### config.mk
export PLATFORM = sky130hd
export DESIGN_NAME = gate_selftest_seq_flat
export DESIGN_NICKNAME = d
export VERILOG_FILES = /design/src/rtl/gate_selftest_seq_pkg.sv /design/src/rtl/gate_selftest_seq_if.sv /design/src/rtl/gate_selftest_seq_golden.sv /design/src/rtl/gate_selftest_seq.sv /design/src/flat_wrapper.sv
export SDC_FILE = /design/constraint.sdc
export NUM_CORES = 1
export LEC_CHECK = 0
export ABC_AREA = 1
export CORE_ASPECT_RATIO = 1.75
export CORE_MARGIN = 8
export CORE_UTILIZATION = 35
export DETAILED_ROUTE_END_ITERATION = 12
export DONT_BUFFER_PORTS = 1
export SKIP_LAST_GASP = 1
export SLEW_MARGIN = 20
export SYNTH_ARGS = -nofsm -noshare
export SYNTH_HDL_FRONTEND = slang
export SYNTH_SLANG_ARGS = --single-unit
### constraint.sdc
create_clock -name clk -period 5.5 [get_ports clk]
set_input_delay 0.825 -clock clk [delete_from_list [all_inputs] [get_ports clk]]
set_output_delay 0.825 -clock clk [all_outputs]
set_load 0.01 [all_outputs]
### src/rtl/gate_selftest_seq_pkg.sv
// Shared constants and the golden truth table for the 2-input gate block self-test.
package gate_selftest_pkg;

    localparam int LED_W = 5;

    localparam logic [1:0] ST_IDLE   = 2'd0;
    localparam logic [1:0] ST_DRIVE  = 2'd1;
    localparam logic [1:0] ST_SAMPLE = 2'd2;
    localparam logic [1:0] ST_DONE   = 2'd3;

    localparam int LED_AND  = 0;
    localparam int LED_OR   = 1;
    localparam int LED_NAND = 2;
    localparam int LED_NOR  = 3;
    localparam int LED_XOR  = 4;

    typedef logic [1:0] vec_idx_t;

    function automatic logic [LED_W-1:0] golden_led(input logic a, input logic b);
        logic [LED_W-1:0] led;
        led           = '0;
        led[LED_AND]  = a & b;
        led[LED_OR]   = a | b;
        led[LED_NAND] = ~(a & b);
        led[LED_NOR]  = ~(a | b);
        led[LED_XOR]  = a ^ b;
        return led;
    endfunction

endpackage

### src/rtl/gate_selftest_seq_if.sv
// Bundle between the start/abort control logic, the gate block and the self-test sequencer.
interface gate_selftest_seq_if
    import gate_selftest_pkg::*;
();
    logic             i_start;
    logic             i_abort;
    logic [LED_W-1:0] i_led;
    logic             o_a;
    logic             o_b;
    logic             o_busy;
    logic             o_done;
    logic             o_pass;
    logic [LED_W-1:0] o_fail_mask;
    vec_idx_t         o_first_fail_vec;

    // slave is the sequencer; master is the surrounding control plus gate block
    modport slave (
        input  i_start, i_abort, i_led,
        output o_a, o_b, o_busy, o_done, o_pass, o_fail_mask, o_first_fail_vec
    );
    modport master (
        output i_start, i_abort, i_led,
        input  o_a, o_b, o_busy, o_done, o_pass, o_fail_mask, o_first_fail_vec
    );
endinterface

### src/rtl/gate_selftest_seq_golden.sv
// Combinational golden model of the gate block; reusable wherever expected leds are needed.
module gate_golden
    import gate_selftest_pkg::*;
(
    input  logic             a,
    input  logic             b,
    output logic [LED_W-1:0] led
);
    assign led = golden_led(a, b);
endmodule

### src/rtl/gate_selftest_seq.sv
// Self-test sequencer: walks {a,b} through 00,01,10,11, holds each vector, then compares
// the gate block leds with the golden model and accumulates a per-led failure mask.
module gate_selftest_seq
    import gate_selftest_pkg::*;
#(
    parameter int HOLD_CYCLES = 2
) (
    input  logic              clk,
    input  logic              reset_n,
    gate_selftest_seq_if.slave bus
);
    localparam logic [7:0] HOLD_LAST = 8'(HOLD_CYCLES - 1);

    logic [1:0]       r_state, w_state_next;
    vec_idx_t         r_k, w_k_next;
    logic [7:0]       r_cnt, w_cnt_next;
    logic [LED_W-1:0] r_fail_mask, w_fail_mask_next;
    vec_idx_t         r_first, w_first_next;
    logic             r_a, r_b, r_busy, r_done, r_pass;
    logic [LED_W-1:0] w_golden;
    logic [LED_W-1:0] w_miss;
    logic             w_busy_next;

    gate_golden u_golden (
        .a   (r_k[1]),
        .b   (r_k[0]),
        .led (w_golden)
    );

    assign w_miss = bus.i_led ^ w_golden;

    always_comb begin
        w_state_next     = r_state;
        w_k_next         = r_k;
        w_cnt_next       = r_cnt;
        w_fail_mask_next = r_fail_mask;
        w_first_next     = r_first;
        if (bus.i_abort) begin
            w_state_next     = ST_IDLE;
            w_k_next         = '0;
            w_cnt_next       = '0;
            w_fail_mask_next = '0;
            w_first_next     = '0;
        end else begin
            case (r_state)
                ST_IDLE, ST_DONE: begin
                    if (bus.i_start) begin
                        w_state_next     = ST_DRIVE;
                        w_k_next         = '0;
                        w_cnt_next       = '0;
                        w_fail_mask_next = '0;
                        w_first_next     = '0;
                    end
                end
                ST_DRIVE: begin
                    if (r_cnt == HOLD_LAST) begin
                        w_state_next = ST_SAMPLE;
                    end else begin
                        w_cnt_next = r_cnt + 8'd1;
                    end
                end
                ST_SAMPLE: begin
                    w_fail_mask_next = r_fail_mask | w_miss;
                    // an empty mask means no earlier vector has failed yet
                    if ((w_miss != '0) && (r_fail_mask == '0)) begin
                        w_first_next = r_k;
                    end
                    if (r_k == 2'd3) begin
                        w_state_next = ST_DONE;
                    end else begin
                        w_k_next     = r_k + 2'd1;
                        w_cnt_next   = '0;
                        w_state_next = ST_DRIVE;
                    end
                end
                default: w_state_next = ST_IDLE;
            endcase
        end
    end

    assign w_busy_next = (w_state_next == ST_DRIVE) || (w_state_next == ST_SAMPLE);

    always_ff @(posedge clk) begin
        if (!reset_n) begin
            r_state     <= ST_IDLE;
            r_k         <= '0;
            r_cnt       <= '0;
            r_fail_mask <= '0;
            r_first     <= '0;
            r_a         <= 1'b0;
            r_b         <= 1'b0;
            r_busy      <= 1'b0;
            r_done      <= 1'b0;
            r_pass      <= 1'b0;
        end else begin
            r_state     <= w_state_next;
            r_k         <= w_k_next;
            r_cnt       <= w_cnt_next;
            r_fail_mask <= w_fail_mask_next;
            r_first     <= w_first_next;
            r_a         <= w_busy_next & w_k_next[1];
            r_b         <= w_busy_next & w_k_next[0];
            r_busy      <= w_busy_next;
            r_done      <= (w_state_next == ST_DONE);
            r_pass      <= (w_state_next == ST_DONE) && (w_fail_mask_next == '0);
        end
    end

    assign bus.o_a              = r_a;
    assign bus.o_b              = r_b;
    assign bus.o_busy           = r_busy;
    assign bus.o_done           = r_done;
    assign bus.o_pass           = r_pass;
    assign bus.o_fail_mask      = r_fail_mask;
    assign bus.o_first_fail_vec = r_first;

endmodule
### src/flat_wrapper.sv
// flat-port wrapper written by rule: the top's interface ports become plain ports
module gate_selftest_seq_flat import gate_selftest_pkg::*;
#(
    parameter int HOLD_CYCLES = 2
)
  (clk, reset_n, bus_i_start, bus_i_abort, bus_i_led, bus_o_a, bus_o_b, bus_o_busy, bus_o_done, bus_o_pass, bus_o_fail_mask, bus_o_first_fail_vec);
  gate_selftest_seq_if bus_i ();
  input  logic clk;
  input  logic reset_n;
  input wire logic [$bits(bus_i.i_start)-1:0] bus_i_start;
  input wire logic [$bits(bus_i.i_abort)-1:0] bus_i_abort;
  input wire logic [$bits(bus_i.i_led)-1:0] bus_i_led;
  output wire logic [$bits(bus_i.o_a)-1:0] bus_o_a;
  output wire logic [$bits(bus_i.o_b)-1:0] bus_o_b;
  output wire logic [$bits(bus_i.o_busy)-1:0] bus_o_busy;
  output wire logic [$bits(bus_i.o_done)-1:0] bus_o_done;
  output wire logic [$bits(bus_i.o_pass)-1:0] bus_o_pass;
  output wire logic [$bits(bus_i.o_fail_mask)-1:0] bus_o_fail_mask;
  output wire logic [$bits(bus_i.o_first_fail_vec)-1:0] bus_o_first_fail_vec;
  assign bus_i.i_start = bus_i_start;
  assign bus_i.i_abort = bus_i_abort;
  assign bus_i.i_led = bus_i_led;
  assign bus_o_a = bus_i.o_a;
  assign bus_o_b = bus_i.o_b;
  assign bus_o_busy = bus_i.o_busy;
  assign bus_o_done = bus_i.o_done;
  assign bus_o_pass = bus_i.o_pass;
  assign bus_o_fail_mask = bus_i.o_fail_mask;
  assign bus_o_first_fail_vec = bus_i.o_first_fail_vec;
  gate_selftest_seq #(.HOLD_CYCLES(HOLD_CYCLES)) u_core (.clk(clk), .reset_n(reset_n), .bus(bus_i));
endmodule
# After elaboration in Yosys (flattened, before gate mapping)
# Cells that the tools add are included.
# op_classes
add_sub_neg	2
eq_ne	12
muxes	19
bitwise_logic	10
reduce_logical	12
# op_table
operator	count
8-bit two-way mux	3
8-bit case mux with 3 select lines	1
2-bit two-way mux	9
2-bit equality test, second input constant	5
5-bit logical NOT	2
5-bit two-way mux	2
5-bit case mux with 2 select lines	1
8-bit by 1-bit adder with 8-bit output, second input constant	1
8-bit by 1-bit equality test with 1-bit output, second input constant	1
2-bit case mux with 2 select lines	2
2-bit inequality test, second input constant	3
2-bit case mux with 3 select lines	1
3-bit AND reduction	2
5-bit OR	1
5-bit nonzero test	1
5-bit bitwise XOR	1
2-bit by 1-bit equality test with 1-bit output, second input constant	2
2-bit OR reduction	2
1-bit AND	3
1-bit NOT	3
2-bit by 1-bit adder with 2-bit output, second input constant	1
1-bit logical AND	2
2-bit logical NOT	1
2-bit by 1-bit inequality test with 1-bit output, second input constant	1
4 further kinds	4
# totals
regBits	24
input_bits	9
output_inout_bits	12
elab_cells	65

# Longest topological paths before layout
# Gate-level depths: netlist of run 1.
# logic_depth
word_depth	8
ltp_mapped	13
depth_no_buf	13

# Hierarchy
# A second synthesis of run 1 with hierarchy kept.
# unflattened
cells_unflattened	209
area_unflattened_um2	1418.9
# by_module_without_submodules
module	instances	cells_each	area_per_inst_um2	seq_area_each_um2
gate_selftest_seq	1	201	1353.8	480.5
gate_golden	1	8	65.1	0.0

# Worst setup path before layout of run 1
# OpenSTA, ideal clock, no wires.
# synth_path
path_kind	input port to flip-flop
start	input port bus_i_start
end	register u_core.r_a (netlist: u_core.bus.o_a)
setup_ns	0.078
t_arrival_ns	1.938
setup_slack_ns	3.484
path_stages	10
path_buffers	0
cell_sequence	inv_1 nand2_1 nand2_1 inv_2 nor2_1 o21ai_1 inv_1 ha_1 inv_1 nor3_1
# synth_via
elab_chain_cells	6
word_cells_on_any_way	10
cone_classes	eq/ne: 2; mux: 6; bitwise: 1; reduce/logical: 1
# synth_rtl
item	line	rtl
start: declaration	flat_wrapper.sv:10	input wire logic [$bits(bus_i.i_start)-1:0] bus_i_start;
2-bit two-way mux *	gate_selftest_seq.sv:47	if (bus.i_start) begin
2-bit case mux with 3 select lines *	gate_selftest_seq.sv:45	case (r_state)
2-bit two-way mux *	gate_selftest_seq.sv:38	if (bus.i_abort) begin
via u_core.w_state_next[1]	gate_selftest_seq.sv:14	logic [1:0] r_state, w_state_next;
2-bit by 1-bit equality test with 1-bit output or 2-bit equality test (tied branches)	gate_selftest_seq.sv:81	assign w_busy_next = (w_state_next == ST_DRIVE) || (w_state_next == ST_SAMPLE);
1-bit logical OR *	gate_selftest_seq.sv:81	
via u_core.w_busy_next	gate_selftest_seq.sv:22	logic w_busy_next;
1-bit AND *	gate_selftest_seq.sv:101	r_a <= w_busy_next & w_k_next[1];
end signal: assignment	gate_selftest_seq.sv:101	
end: declaration	gate_selftest_seq.sv:19	logic r_a, r_b, r_busy, r_done, r_pass;
# Mark *: on every way through the listed nets, which the timed path passes. The rest lies on a longest branch.
# A chain may end at the register's enable or synchronous reset.

# Final worst setup path of run 1
# layout_path
start	register u_core.r_state[0]
end	register u_core.r_b (netlist: u_core.bus.o_b)
# layout_via
elab_chain_cells	7
word_cells_on_any_way	15
cone_classes	eq/ne: 5; mux: 6; bitwise: 1; reduce/logical: 3
# layout_rtl
item	line	rtl
start: declaration	gate_selftest_seq.sv:14	
start signal: assignment	gate_selftest_seq.sv:96	r_state <= w_state_next;
2-bit equality test or 2-bit logical NOT (tied branches)	gate_selftest_seq.sv:45	
2-bit OR reduction	gate_selftest_seq.sv:45	
2-bit case mux with 3 select lines *	gate_selftest_seq.sv:45	
2-bit two-way mux *	gate_selftest_seq.sv:38	
via u_core.w_state_next[1]	gate_selftest_seq.sv:14	
2-bit by 1-bit equality test with 1-bit output or 2-bit equality test (tied branches)	gate_selftest_seq.sv:81	
1-bit logical OR *	gate_selftest_seq.sv:81	
via u_core.w_busy_next	gate_selftest_seq.sv:22	
1-bit AND *	gate_selftest_seq.sv:102	r_b <= w_busy_next & w_k_next[0];
end signal: assignment	gate_selftest_seq.sv:102	
end: declaration	gate_selftest_seq.sv:19	
# Marked as above.

==> results of run 1 <==
[cells in the final DEF, fill, tap and decap left out, types with 2 or more instances in the layout]
| cell type | instances |
|---|---|
| nand2_1 | 48 |
| o22ai_1 | 3 |
| nor2_1 | 26 |
| o21ai_0 | 2 |
| dfxtp_1 | 24 |
| o21ai_1 | 9 |
| o21bai_1 | 2 |
| clkbuf_8 | 3 |
| nand3_1 | 11 |
| xnor2_1 | 3 |
| inv_1 | 29 |
| nor3_1 | 5 |
| nand4_1 | 2 |
| ha_1 | 8 |
| inv_2 | 4 |
| a21oi_1 | 11 |
[metrics by stage]
stage / power, W / area [µm²] / instances / setup WS, ps
after floorplan: 0.000204 / 1320 / 196 / 3480
after global routing: 0.000377 / 1420 / 243 / 3090
after global placement: 0.000209 / 1350 / 239 / 3350
final: 0.000363 / 1420 / 243 / 3290
after detailed placement: 0.000209 / 1350 / 239 / 3280
after CTS: 0.000366 / 1420 / 243 / 3310
[registers in the layout (all words and copies together) (netlist names)]
| name | count |
|---|---|
| u_core.bus.o_a | 1 |
| u_core.bus.o_b | 1 |
| u_core.bus.o_busy | 1 |
| u_core.bus.o_done | 1 |
| u_core.bus.o_fail_mask | 5 |
| u_core.bus.o_first_fail_vec | 2 |
| u_core.bus.o_pass | 1 |
| u_core.r_cnt | 8 |
| u_core.r_k | 2 |
| u_core.r_state | 2 |
[cell families after synthesis]
| logic type | count (synthesis) |
|---|---|
| xor gates and xnor gates | 4 |
| and+or+nand+nor | 97 |
| buffers and inverters | 36 |
| DFF | 24 |
| adders and majority gates | 8 |
| AOI/OAI and AO/OA | 27 |
[power by group]
group          total (W)  leakage (nW)  internal, W  switching [W]
sequential      0.000178         0.194     0.000176     0.00000236
combinational  0.0000266         0.418   0.00000786      0.0000187
clock           0.000158        0.0357    0.0000975      0.0000607
total           0.000363         0.648     0.000281      0.0000818
[final timing paths]
kind	startpoint	cells after the start	slack, ps	endpoint
setup / recovery	u_core.r_state[0]	11	3290	u_core.bus.o_b
hold reg to reg	u_core.r_cnt[1]	2	500	u_core.r_cnt[1]
hold / removal	u_core.r_cnt[1]	2	500	u_core.r_cnt[1]
setup reg to reg	u_core.r_state[0]	11	3290	u_core.bus.o_b
[layout make-up]
cell class,instances,area [µm²],share of cell area
sequential,24,480,0.337
tap,46,57.6,0.0404
multi-input combinational,136,691,0.485
clock inverter,1,30.0,0.0211
clock buffer,3,41.3,0.0290
inverter,33,124,0.0870
[cell usage after synthesis, types with 3 or more instances]
master,count,area (µm²)
o22ai_1,3,18.8
o21ai_1,9,45.0
nand2_1,48,180
nor3_1,5,25.0
inv_1,29,109
ha_1,8,100
nor2_1,26,97.6
xnor2_1,3,26.3
inv_2,4,15.0
nand3_1,11,55.1
dfxtp_1,24,480
a21oi_1,11,55.1
[critical path, cell delays in order, from the launching register on]
cell and delay (ps):
dfxtp_1 400, inv_1 60, ha_1 350, nand2_1 230, nand2_1 190, inv_2 140, nor2_1 50, o21ai_1 160
inv_1 60, ha_1 290, inv_1 50, nor3_1 160
[per-layer routing]
layer | vias up | wire length [µm]
li1 | 619 | -
met1 | 531 | 1160
met2 | 15 | 1850
met3 | 8 | 96
met4 | 0 | 66
met5 | - | 0
==> metrics.yaml, run 1 <==
ys_seq_elements: 24
clock-root-buffer: "clkbuf_8"
fin_crit_sh: 0.402
dr_total_vias: 1173
synth-simple-area-share: 0.313
wirelength_um: 3170
clock_skew_ps: 5.10
die_w_um: 62.3
synthXorXnorAreaFrac: 0.0266
fin_util: 0.392
finalHoldViolCount: 0
synthMuxAreaShare: 0
grt_overflow: 0
die_h_um: 97.1
worst_pin_slew_ps: 347
hold_slack_ps: 504
cts_tree: "done"
cts.clk_slew.worst_paths_ps: 90
grt_antenna_before_repair: 0
insertion_delay_ps: 280
syn-cell-area_mm2: 0.00132
drt_iter0_drc: 15
cap_violations: 0
use_met3: 0.0231
yosysSeqAreaShare: 0.365
post_cts_resized: 0
synth_compound_area_frac: 0.109
drt_pre_antenna_iters: 4
dp_hpwl_um: 2600
netlist_instances: 196
outcome: "finished clean"
grt_pass1_wl_um: 5570
core_mm2: 0.00363
ant_nets: 0
nNetsFinal: 215
cp-end-kind: "flop"
slew_violations: 0
drc: 0
synth_nets: 213
path_class: "reg -> reg"
async_flop_share: 0
rsz0062_at_grt: "no"
cp_max_fo: 7
p_leak_nw: 0.648
diodes: 0
synth_flop_cell: "dfxtp_1"
drive_above_1_share: 0.0508
portBuffers: 0
worstPathRequired_ps: 5700
start_util: 0.362
yosys_warnings: 0
cts_sinks: 24
synth-edff-count: 0
yosysUniqueCellTypes: 24
grt_pass1_vias: 1218
setup-tns-final_ps: 0
timing.slew.headroom: 0.769
max-clock-path-buffers: 2
worst-endpoint-arrival_ps: 2410
post_cts_buffers: 0
hold_path.class: "reg -> reg"
dieArea_mm2: 0.00605
startpoint_type: "flop"
routed_wire_length_per_instance_um: 13.0
vias_per_cell: 4.83
cts_buffers: 3
power.density_mw_per_mm2: 255
fmax_ghz: 0.453
synthAdderAreaFrac: 0.0761
gp_congestion: 0.805
area_growth_pct: 8.28
finalSetupViolations: 0
use_met1: 0.0988
io_pins: 21
track_usage: 0.112
met2_usage: 0.226
vdd_drop_max_v: 0.000198
period_minus_slack_ps: 2210
grt_start_max_net_pins: 15
holdBufCountCts: 0
avgSynthCellArea_um2: 6.71
synth_top_family_by_area: "simple AND/OR/NAND/NOR gates"
top_usage_layer: "met2"
rows: 29
cts_htree_levels: 1
fillCellCount: 423
No activity file was read; power rests on OpenSTA's default activity.
==> run 2, diff against run 1 <==
==> constraint.sdc (replaced) <==
create_clock -name clk -period 2.1 [get_ports clk]
set_input_delay 0.315 -clock clk [delete_from_list [all_inputs] [get_ports clk]]
set_output_delay 0.315 -clock clk [all_outputs]
set_load 0.01 [all_outputs]
==> run 2 against run 1 <==
  * Sequential power grew to 2.6 times the previous value
  * Power rose to 2.6 times the previous value
  * Non-clock buffer count is 3 higher
  * Critical path depth unchanged
  * Combinational power grew to 2.8 times the previous value
  * Sequential share of layout area down 0.53 points
  * Clock skew decreased by 2.4 ps
  * Critical path type unchanged
  * Clock power grew to 2.6 times the previous value
==> metrics.yaml, run 2 (synthesis results as in run 1) <==
cts_sinks: 24  # unchanged
cts.clk_slew.worst_paths_ps: 90  # about the same
finalSetupViolations: 0  # unchanged
area_growth_pct: 9.99
wirelength_um: 3170  # about the same
post_cts_resized: 0  # unchanged
die_w_um: 62.3  # unchanged
power.density_mw_per_mm2: 657  # +160%
dr_total_vias: 1191  # +1.5%
timing.slew.headroom: 0.757  # -0.0111
multiInputGateArea_um2: 691  # unchanged
top_register: "u_core.r_cnt"
worst_pin_slew_ps: 364  # +16.7 ps
startpoint_type: "flop"
mostFrequentLayoutCell: "nand2_1"
period_minus_slack_ps: 1910  # -298 ps
clock_skew_ps: 2.73  # -2.37 ps
worstPathRequired_ps: 2290  # -3410 ps
routed.top_layer: "met4"
wirelength_met1_um: 1120  # -3.2%
cp_max_fo: 5  # -2
cts_buffers: 3  # unchanged
crit_top_cell: "inv_1"
portBuffers: 0  # unchanged
cp_slowest_cell: "dfxtp_1"
start_util: 0.362  # unchanged
dieArea_mm2: 0.00605  # unchanged
max-clock-path-buffers: 2  # unchanged
fillCellCount: 399  # -5.7%
grt_pass1_wl_um: 5550  # -0.25%
setup-tns-final_ps: 0  # unchanged
holdBufCountCts: 0  # unchanged
dp_hpwl_um: 2590  # -0.58%
cts_htree_levels: 1  # unchanged
grt_antenna_before_repair: 0  # unchanged
grt_start_max_net_pins: 15  # unchanged
cts_tree: "done"
nNetsFinal: 218  # +1.4%
largest_reg_flops: 8  # unchanged
clock-root-buffer: "clkbuf_8"
wl_met3_um: 144  # +50%
sequential_cell_area_um2: 480  # unchanged
io_pins: 21  # unchanged
cap_violations: 0  # unchanged
cpPeakStageDelay_ps: 390  # about the same
grt_pass1_vias: 1214  # -0.33%
path_class: "reg -> reg"
drt_pre_antenna_iters: 4  # unchanged
p_leak_nw: 0.663  # +2.3%
post_cts_buffers: 0  # unchanged
drt_iter0_drc: 33  # +18
finalHoldViolCount: 0  # unchanged
rsz0062_at_grt: "no"
hold_slack_ps: 141  # -363 ps
layout_common_cells: "48 x nand2_1, 29 x inv_1, 26 x nor2_1"
crit_chain: "inv_1, ha_1, nand2_1, nand2_1, inv_2, nor2_1, o21ai_1, inv_1, ha_1, inv_1, nor3_1"
hold_path.class: "in -> reg"
vdd_drop_max_v: 0.000558  # +180%
routed_wire_length_per_instance_um: 12.9  # -1.3%
rows: 29  # unchanged
drc: 0  # unchanged
track_usage: 0.110  # -0.00161
worst-endpoint-arrival_ps: 2110  # -300 ps
gp_congestion: 0.835  # +3.7%
dp_slack_ps: 203  # -3070 ps
diodes: 0  # unchanged
cp-end-kind: "flop"
die_h_um: 97.1  # unchanged
insertion_delay_ps: 270  # about the same
wl_met2_um: 1850  # +0.27%
core_mm2: 0.00363  # unchanged
vias_per_cell: 4.84  # +0.30%
ant_nets: 0  # unchanged
fin_crit_sh: 0.910  # +0.509
slew_violations: 0  # unchanged
fmax_ghz: 0.523  # +16%
outcome: "finished clean"
drive_above_1_share: 0.0650  # +0.0142
fin_ws_ps: 188  # -3100 ps
grt_overflow: 0  # unchanged
[run 2: report_power, final]
group          internal [W]  leakage (nW)   total, W  switching, W
logic             0.0000249         0.433  0.0000756     0.0000507
clock network      0.000255        0.0357   0.000409      0.000154
registers          0.000460         0.194   0.000466    0.00000609
[run 2: per-stage QoR]
step	std cells	instance area, µm²	power (W)	util
finish	246	1450	0.000951	0.399
global route	246	1450	0.000992	0.399
CTS	246	1450	0.000959	0.399
detailed placement	242	1380	0.000553	0.379
global placement	242	1380	0.000552	0.379
floorplan	196	1320	0.000534	-
[run 2: critical path, delay by kind of cell (launching register included)]
| kind | cells | cell delay (ps) |
|---|---|---|
| adders and majority gates | 2 | 630 |
| and+or+nand+nor | 4 | 400 |
| DFF | 1 | 390 |
| buffers and inverters | 4 | 270 |
| AOI/OAI and AO/OA | 1 | 170 |
[run 2: area by class of cell]
| cell class | count | area share |
|---|---|---|
| Sequential cell | 24 | 0.332 |
| Multi-Input combinational cell | 136 | 0.478 |
| Tap cell | 46 | 0.0398 |
| Timing Repair Buffer | 3 | 0.0156 |
| Clock inverter | 1 | 0.0208 |
| Inverter | 33 | 0.0856 |
| Clock buffer | 3 | 0.0285 |
[run 2: final timing paths]
path         depth (start not counted)         startpoint  slack [ps]                 to
max                                 11  u_core.r_state[0]         190     u_core.bus.o_a
max reg2reg                         11  u_core.r_state[0]         190     u_core.bus.o_a
min reg2reg                          2    u_core.r_cnt[1]         530    u_core.r_cnt[1]
min                                  2            reset_n         140  u_core.bus.o_busy
[run 2: routing by layer]
metal	vias up	track usage
met5	-	0
met4	0	0.0477
met3	4	0.0219
met2	24	0.222
met1	539	0.100
li1	624	-
